[src/rtl/seq_divider.sv]
// Sequential radix-2 restoring divider, signed or unsigned, with quotient and remainder.
// Uses the same start/done handshake as the Booth multiplier so one controller can drive both.
module seq_divider #(
    parameter int unsigned WIDTH = 32,
    parameter int unsigned CNTW  = $clog2(WIDTH + 1)
) (
    input  logic             clk,
    input  logic             rst,
    input  logic             start,
    input  logic             signed_i,
    input  logic [WIDTH-1:0] dividend_i,
    input  logic [WIDTH-1:0] divisor_i,
    output logic [WIDTH-1:0] quotient_o,
    output logic [WIDTH-1:0] remainder_o,
    output logic             busy,
    output logic             done,
    output logic             div_by_zero_o,
    output logic             overflow_o
);

    typedef enum logic [1:0] {StIdle, StIter, StFix, StDone} state_e;

    localparam logic [WIDTH-1:0] MinVal = {1'b1, {(WIDTH - 1){1'b0}}};

    state_e           state_q, state_d;
    logic [CNTW-1:0]  cnt_q, cnt_d;
    logic [WIDTH:0]   prem_q, prem_d;
    logic [WIDTH-1:0] dreg_q, dreg_d;
    logic [WIDTH-1:0] dvs_q, dvs_d;
    logic             neg_quo_q, neg_quo_d;
    logic             neg_rem_q, neg_rem_d;
    logic             short_q, short_d;
    logic [WIDTH-1:0] quo_q, quo_d;
    logic [WIDTH-1:0] rem_q, rem_d;
    logic             dbz_q, dbz_d;
    logic             ovf_q, ovf_d;

    logic             dvd_neg, dvs_neg;
    logic [WIDTH+1:0] prem_sh;
    logic [WIDTH+1:0] trial;

    assign dvd_neg = signed_i & dividend_i[WIDTH-1];
    assign dvs_neg = signed_i & divisor_i[WIDTH-1];
    assign prem_sh = {prem_q, dreg_q[WIDTH-1]};
    assign trial   = prem_sh - {2'b00, dvs_q};

    always_comb begin
        state_d   = state_q;
        cnt_d     = cnt_q;
        prem_d    = prem_q;
        dreg_d    = dreg_q;
        dvs_d     = dvs_q;
        neg_quo_d = neg_quo_q;
        neg_rem_d = neg_rem_q;
        short_d   = short_q;
        quo_d     = quo_q;
        rem_d     = rem_q;
        dbz_d     = dbz_q;
        ovf_d     = ovf_q;

        unique case (state_q)
            StIdle: begin
                if (start) begin
                    neg_quo_d = dvd_neg ^ dvs_neg;
                    neg_rem_d = dvd_neg;
                    // Negating MIN yields MIN, which is already its unsigned magnitude.
                    dreg_d    = dvd_neg ? -dividend_i : dividend_i;
                    dvs_d     = dvs_neg ? -divisor_i : divisor_i;
                    prem_d    = '0;
                    cnt_d     = CNTW'(WIDTH);
                    dbz_d     = 1'b0;
                    ovf_d     = 1'b0;
                    short_d   = 1'b0;
                    state_d   = StIter;
                    if (divisor_i == '0) begin
                        quo_d   = '1;
                        rem_d   = dividend_i;
                        dbz_d   = 1'b1;
                        short_d = 1'b1;
                        state_d = StFix;
                    end else if (signed_i && dividend_i == MinVal && divisor_i == '1) begin
                        quo_d   = MinVal;
                        rem_d   = '0;
                        ovf_d   = 1'b1;
                        short_d = 1'b1;
                        state_d = StFix;
                    end
                end
            end
            StIter: begin
                if (!trial[WIDTH+1]) begin
                    prem_d = trial[WIDTH:0];
                end else begin
                    prem_d = prem_sh[WIDTH:0];
                end
                dreg_d = {dreg_q[WIDTH-2:0], ~trial[WIDTH+1]};
                cnt_d  = cnt_q - CNTW'(1);
                if (cnt_q == CNTW'(1)) begin
                    state_d = StFix;
                end
            end
            StFix: begin
                // Shortcut results were already written on the accepting edge.
                if (!short_q) begin
                    quo_d = neg_quo_q ? -dreg_q : dreg_q;
                    rem_d = neg_rem_q ? -prem_q[WIDTH-1:0] : prem_q[WIDTH-1:0];
                end
                state_d = StDone;
            end
            StDone: begin
                state_d = StIdle;
            end
            default: begin
                state_d = StIdle;
            end
        endcase
    end

    always_ff @(posedge clk or posedge rst) begin
        if (rst) begin
            state_q   <= StIdle;
            cnt_q     <= '0;
            prem_q    <= '0;
            dreg_q    <= '0;
            dvs_q     <= '0;
            neg_quo_q <= 1'b0;
            neg_rem_q <= 1'b0;
            short_q   <= 1'b0;
            quo_q     <= '0;
            rem_q     <= '0;
            dbz_q     <= 1'b0;
            ovf_q     <= 1'b0;
        end else begin
            state_q   <= state_d;
            cnt_q     <= cnt_d;
            prem_q    <= prem_d;
            dreg_q    <= dreg_d;
            dvs_q     <= dvs_d;
            neg_quo_q <= neg_quo_d;
            neg_rem_q <= neg_rem_d;
            short_q   <= short_d;
            quo_q     <= quo_d;
            rem_q     <= rem_d;
            dbz_q     <= dbz_d;
            ovf_q     <= ovf_d;
        end
    end

    assign quotient_o    = quo_q;
    assign remainder_o   = rem_q;
    assign div_by_zero_o = dbz_q;
    assign overflow_o    = ovf_q;
    assign busy          = (state_q != StIdle);
    assign done          = (state_q == StDone);

endmodule
[config.mk]
export PLATFORM = sky130hd
export DESIGN_NAME = seq_divider
export DESIGN_NICKNAME = d
export VERILOG_FILES = /design/src/rtl/seq_divider.sv
export SDC_FILE = /design/constraint.sdc
export NUM_CORES = 1
export LEC_CHECK = 0
export ABC_AREA = 1
export CAP_MARGIN = 20
export CELL_PAD_IN_SITES_DETAIL_PLACEMENT = 0
export CELL_PAD_IN_SITES_GLOBAL_PLACEMENT = 1
export CORE_ASPECT_RATIO = 0.7
export CORE_MARGIN = 1
export CORE_UTILIZATION = 30
export DETAILED_ROUTE_END_ITERATION = 16
export PLACE_DENSITY_LB_ADDON = 0.1
export RECOVER_POWER = 100
export SLEW_MARGIN = 20
export SYNTH_ARGS = -nofsm -noshare
export SYNTH_HDL_FRONTEND = slang
export SYNTH_SLANG_ARGS = --single-unit
[constraint.sdc]
create_clock -name clk -period 10.4 [get_ports clk]
set_input_delay 1.56 -clock clk [delete_from_list [all_inputs] [get_ports clk]]
set_output_delay 1.56 -clock clk [all_outputs]
set_load 0.1 [all_outputs]
==> results of run 1 <==
-- per-stage QoR --
| step | util (%) | std cells |
|---|---|---|
| 2_1_floorplan | - | 2374 |
| 3_3_place_gp | 34.7 | 3052 |
| 3_5_place_dp | 34.7 | 3052 |
| 4_1_cts | 36.0 | 3084 |
| 5_1_grt | 36.0 | 3084 |
| 6_report | 36.0 | 3085 |
-- Yosys cell counts, types with 30 or more instances --
cell      instances  area, µm²
nand3_1         274       1370
nor2_1          224        841
nand2_1         782       2940
ha_1             43        538
nor3_1           36        180
inv_1           305       1140
clkbuf_1         58        218
o21ai_0         171        856
nand4_1          43        269
xor2_1           30        263
dfrtp_1         174       4350
a21oi_1          99        495
-- cells by family (layout without fill, tap and decap cells) --
logic type	after synthesis	in the layout	share of synthesized area, %
AOI/OAI and AO/OA	307	307	11.2
DFF	174	174	30.2
other	0	1	0
and+or+nand+nor	1400	1400	40.9
adders and majority gates	44	44	3.87
xor gates and xnor gates	51	51	3.09
buffers and inverters	398	496	10.8
-- worst min-delay path by stage --
stage | cells after the start | slack [ps] | startpoint | endpoint
5_1_grt | 2 | 490 | remainder_o[2] | remainder_o[2]
3_5_place_dp | 2 | 470 | remainder_o[0] | remainder_o[0]
3_3_place_gp | 2 | 470 | remainder_o[4] | remainder_o[4]
6_report | 2 | 480 | remainder_o[5] | remainder_o[5]
2_1_floorplan | 2 | 450 | dvs_q[26] | dvs_q[26]
4_1_cts | 2 | 490 | remainder_o[0] | remainder_o[0]
-- state kept, by name, summed over array words and instances, names as in the netlist --
name / cells
remainder_o: 32
neg_quo_q: 1
dreg_q: 32
short_q: 1
quotient_o: 32
cnt_q: 6
div_by_zero_o: 1
overflow_o: 1
neg_rem_q: 1
state_q: 2
prem_q: 33
dvs_q: 32
-- worst max-delay path, stage by stage --
cell and delay [ps]:
dlygate4sd3_1 560, nand2_1 70, clkbuf_1 1630, o21ai_0 260, clkbuf_1 740, inv_1 1060
buf_4 540, a21oi_1 190, a22oi_1 250
-- cell usage in the layout, fill, tap and decap left out, types with 43 or more instances in the layout --
master / instances
nand2_1: 782
inv_1: 304
nand3_1: 275
nor2_1: 223
dfrtp_1: 174
o21ai_0: 172
a21oi_1: 99
dlygate4sd3_1: 72
clkdlybuf4s50_1: 63
nand4_1: 43
-- where the power goes --
group | total, µW | internal (µW) | switching, µW
combinational | 4190 | 1130 | 3060
sequential | 1220 | 955 | 262
clock | 700 | 372 | 329
-- final cells by class --
type                    instances  share of cell area, %
repair buffers                153                   8.72
diodes                          1                 0.0148
well taps                     612                   4.53
multi-input cells            1802                   50.5
inverters                     311                   6.92
flip-flops and latches        174                   25.8
clock buffers                  19                   2.68
clock inverters                13                  0.903
-- metal layers --
| metal | GRT usage, % | vias up | part of all wire [%] |
|---|---|---|---|
| met3 | 5.69 | 22 | 7.4 |
| li1 | - | 7789 | - |
| met4 | 4.51 | 0 | 0.80 |
| met1 | 38.3 | 7333 | 55 |
| met2 | 29.7 | 438 | 36 |
| met5 | 0 | - | 0 |
==> flow_summary.yaml, run 1 <==
finish:
  postLayoutCellArea_mm2: 0.0169
  syn2layout_area_growth_pct: 17.1
  layout.nets: 2571
  seqCellArea_mm2: 0.00435
  fillers: 5122
  share_of_cells_above_drive_strength_1_pct: 2.55
  multiInputGateArea_mm2: 0.00853
setup_path:
  path_max_fanout: 50
  required_ps: 10780
  data_arrival_at_the_endpoint_of_the_critical_path_ps: 6930
  reg2reg_setup_slack_ps: 4730
  cp-start-kind: "primary input"
  worstReg2RegStart: "state_q[0]"
  crit_path_start: "start"
  worst_setup_ep: "dreg_q[31]"
  endpoint_kind: "flip-flop"
  critPathKind: "primary input to flip-flop"
  rr_endpoint: "dreg_q[31]"
  worstRegToRegCells: 10
global_routing:
  grt_pass1_wl_um: 87300
  vias_in_the_first_global_route: 14289
  antenna_found_initial: 0
  grt.overflow.total: 0
  globalRouteTotalUtil_pct: 23.5
  pin_count_of_the_biggest_net_entering_global_routing: 72
sta:
  final.setup.tns_ps: 0
  setup_slack_of_the_critical_path_after_layout_ps: 3850
  finalSetupViolations: 0
  finalHoldViolations: 0
  worst_slew_pin_slew_ps: 3510
  timing.slew.headroom_pct: -134
  finalMaxSlewViolations: 231
  timing.final.crit_share_pct: 63.0
  max_freq_ghz: 0.153
  maximum_clock_skew_at_final_layout_ps: 13.6
  rsz_0062_raised_after_global_routing: "no"
  post_route_minimum_period_ps: 6550
  worst_hold_slack_across_all_endpoints_ps: 479
run_status:
  violations_in_the_final_reports: "capacitance limit, slew limit"
  status: "complete, but fails checks"
clock_tree:
  clkTransAtPathRegs_ps: 80
  cts-buffers-inserted: 17
  tritoncts: "done"
  clockBufferDepth: 2
  clkSinkCount: 174
  clock_latency_ps: 480
  cts_hold_buf: 0
  post_cts.repair.setup_buffers: 0
  clock_tree.root_cell: "clkbuf_16"
  ctsHtreeMaxLevel: 4
  cts_resized: 0
logic_synthesis:
  postSynthRegisterBits: 174
  synth_nets: 2486
  postSynthCellCount: 2374
  yosysWarningCount: 0
  netlist_area_mm2: 0.0144
  synth_cell_types: 43
  synthFlopType: "dfrtp_1"
  synth-edff-count: 0
  yosysSeqAreaShare_pct: 30.2
  syn-mean-instance-area_um2: 6.08
  postSynth.asyncResetShare_pct: 100
placed_design:
  dp.final_hpwl_um: 45000
  finalWeightedCongestion: 0.941
  post_dp_cell_area_mm2: 0.0163
  placement.io_buffers: 135
  place_ws_ps: 5540
routing:
  drc_errors: 0
  via_per_inst: 5.05
  detailedRoute.firstPassIterationCount: 7
  final_antenna_violating_net_count: 0
  wl_per_cell_um: 18.6
  num_vias: 15582
  initialDrtViolationCount: 1447
  totalWireLength_um: 57300
floorplan:
  rows: 66
  die_w_um: 264
  design.die.area_mm2: 0.0490
  die_y_um: 186
  num_io_pins: 136
  fp.coreArea_mm2: 0.0470
  floorplan.initialDensity_pct: 30.7
power:
  power.total_uw: 6110
  power_leakage_uw: 0.00861
  ir_drop_v: 0.000210
  power.density_mw_per_mm2: 361
flow_run:
  drv_cap: 4
worst_hold_path:
  holdCritPathClass: "flip-flop to flip-flop"
Power figures use the tool's default switching activity.
==> run 2: changes to the inputs <==
==> constraint.sdc (replaced) <==
create_clock -name clk -period 5.6 [get_ports clk]
set_input_delay 0.84 -clock clk [delete_from_list [all_inputs] [get_ports clk]]
set_output_delay 0.84 -clock clk [all_outputs]
set_load 0.1 [all_outputs]
==> run 2 against run 1 <==
The run still ends with capacitance limit, slew limit left. Via count increased by 0.19%. Clock power up 96%. Cell count about the same. Setup slack lost 2700 ps. Utilization increased by 0.082 points. Count of clock-buffer cells in the layout shrank 1. First-iteration DRC count rose by 15%. Power grew 86%. Worst hold slack lost 3.9 ps. Clock skew up 2.4 ps. Wire length grew 0.26%. Largest power group unchanged.
==> flow_summary.yaml, run 2 (synthesized netlist as in run 1, its figures left out) <==
sta:
  finalMaxSlewViolations: 161
  post_route_minimum_period_ps: 4470
  worst_hold_slack_across_all_endpoints_ps: 476
  timing.slew.headroom_pct: -134
  worst_slew_pin_slew_ps: 3510
  finalHoldViolations: 0
  max_freq_ghz: 0.224
  rsz_0062_raised_after_global_routing: "no"
  final.setup.tns_ps: 0
  finalSetupViolations: 0
  maximum_clock_skew_at_final_layout_ps: 15.9
  setup_slack_of_the_critical_path_after_layout_ps: 1130
  timing.final.crit_share_pct: 79.9
setup_path:
  worstPathBufferInverterCount: 5
  crit_family: "buffers and inverters"
  worstRegToRegCells: 17
  cp-start-kind: "primary input"
  crit_path_cell_trace: "dlygate4sd3_1 -> inv_1 -> ha_1 -> nand4_1 -> nor3_1 -> nand4_4 -> nand3_1 -> nand2_2 -> buf_4 -> inv_2 -> buf_4 -> nand2_1 -> nand2_1"
  cpPeakStageDelay_ps: 680
  crit_path_start: "divisor_i[1]"
  worstReg2RegStart: "dvs_q[4]"
  data_arrival_at_the_endpoint_of_the_critical_path_ps: 4870
  endpoint_kind: "flip-flop"
  worst_setup_ep: "remainder_o[5]"
  critPathKind: "primary input to flip-flop"
  worst_path_max_delay_cell: "nor3_1"
  path_max_fanout: 38
  critical_path_depth: 13
  reg2reg_setup_slack_ps: 1790
  rr_endpoint: "dreg_q[0]"
  required_ps: 6000
routing:
  initialDrtViolationCount: 1658
  via_per_inst: 5.06
  wl_per_cell_um: 18.6
  detailedRoute.firstPassIterationCount: 5
  drc_errors: 0
  final_antenna_violating_net_count: 0
  num_vias: 15612
  totalWireLength_um: 57400
placed_design:
  post_dp_cell_area_mm2: 0.0164
  place_ws_ps: 1340
  finalWeightedCongestion: 0.999
  dp.final_hpwl_um: 46000
  placement.io_buffers: 135
finish:
  fillers: 5193
  max_flop_register: "prem_q"
  largest_register_ff_count: 33
  layout.cells.most_common: "nand2_1"
  syn2layout_area_growth_pct: 17.4
  postLayoutCellArea_mm2: 0.0169
  layout.nets: 2574
  share_of_cells_above_drive_strength_1_pct: 2.51
  most-common-layout-cells: "782 x nand2_1, 304 x inv_1, 275 x nand3_1"
clock_tree:
  tritoncts: "done"
  clkTransAtPathRegs_ps: 70
  cts-buffers-inserted: 17
  clock_latency_ps: 470
  post_cts.repair.setup_buffers: 0
  clockBufferDepth: 2
  clkSinkCount: 174
  ctsHtreeMaxLevel: 4
  clock_tree.root_cell: "clkbuf_16"
  cts_hold_buf: 0
  cts_resized: 0
floorplan:
  num_io_pins: 136
  floorplan.initialDensity_pct: 30.7
  die_y_um: 186
  design.die.area_mm2: 0.0490
  rows: 66
  die_w_um: 264
  fp.coreArea_mm2: 0.0470
power:
  power.total_uw: 11400
  power.density_mw_per_mm2: 671
  power_leakage_uw: 0.00864
  ir_drop_v: 0.000489
worst_hold_path:
  holdCritPathClass: "flip-flop to flip-flop"
global_routing:
  globalRouteTotalUtil_pct: 23.8
  pin_count_of_the_biggest_net_entering_global_routing: 95
  vias_in_the_first_global_route: 14585
  grt_pass1_wl_um: 88300
  grt.overflow.total: 0
  antenna_found_initial: 3
flow_run:
  drv_cap: 3
run_status:
  violations_in_the_final_reports: "capacitance limit, slew limit"
  status: "complete, but fails checks"
[run 2: changes by cell type in the layout (fill, tap and decap cells not counted), sizes merged]
cell	delta
clkinv	-1
inv	+3
buf	+2
bufinv	+2
clkinvlp	-3
[run 2: tightest hold or removal path: stages, from the launching register on]
cell and delay [ps]:
dfrtp_1 340, nand2_1 50, nand2_1 50
[run 2: per-layer routing]
metal  up-vias  GRT usage, %  routed length [µm]
li1       7782             -                   -
met1      7353          38.9               32100
met2       448          30.2               20600
met3        25          5.50                4120
met4         4          3.91                 421
met5         -          2.00                 142
[run 2: area by class of cell]
cell class / count / area [µm²] / share of cell area [%]
multi-input combinational: 1802 / 8510 / 50.2
sequential: 174 / 4350 / 25.7
antenna: 1 / 2.50 / 0.0148
clock buffer: 18 / 439 / 2.59
timing repair buffer: 156 / 1510 / 8.89
clock inverter: 14 / 204 / 1.20
inverter: 311 / 1170 / 6.89
tap: 612 / 766 / 4.52
[run 2: through the flow]
stage | instances | util [%]
global route | 3088 | 36.1
global placement | 3055 | 34.8
floorplan | 2374 | -
detailed placement | 3055 | 34.8
CTS | 3087 | 36.2
finish | 3088 | 36.1
[run 2: worst min-delay path by stage]
| stage | start | end | slack, ps | cells past startpoint |
|---|---|---|---|---|
| 6_report | quotient_o[30] | quotient_o[30] | 480 | 2 |
| 2_1_floorplan | dvs_q[26] | dvs_q[26] | 450 | 2 |
| 4_1_cts | quotient_o[30] | quotient_o[30] | 480 | 2 |
| 3_3_place_gp | quotient_o[24] | quotient_o[24] | 470 | 2 |
| 3_5_place_dp | quotient_o[30] | quotient_o[30] | 460 | 2 |
| 5_1_grt | dvs_q[14] | dvs_q[14] | 510 | 2 |
[run 2: power by group]
part | total [µW] | switching, µW | internal [µW]
Combinational | 7730 | 5640 | 2090
Sequential | 2270 | 496 | 1770
Clock | 1370 | 597 | 769
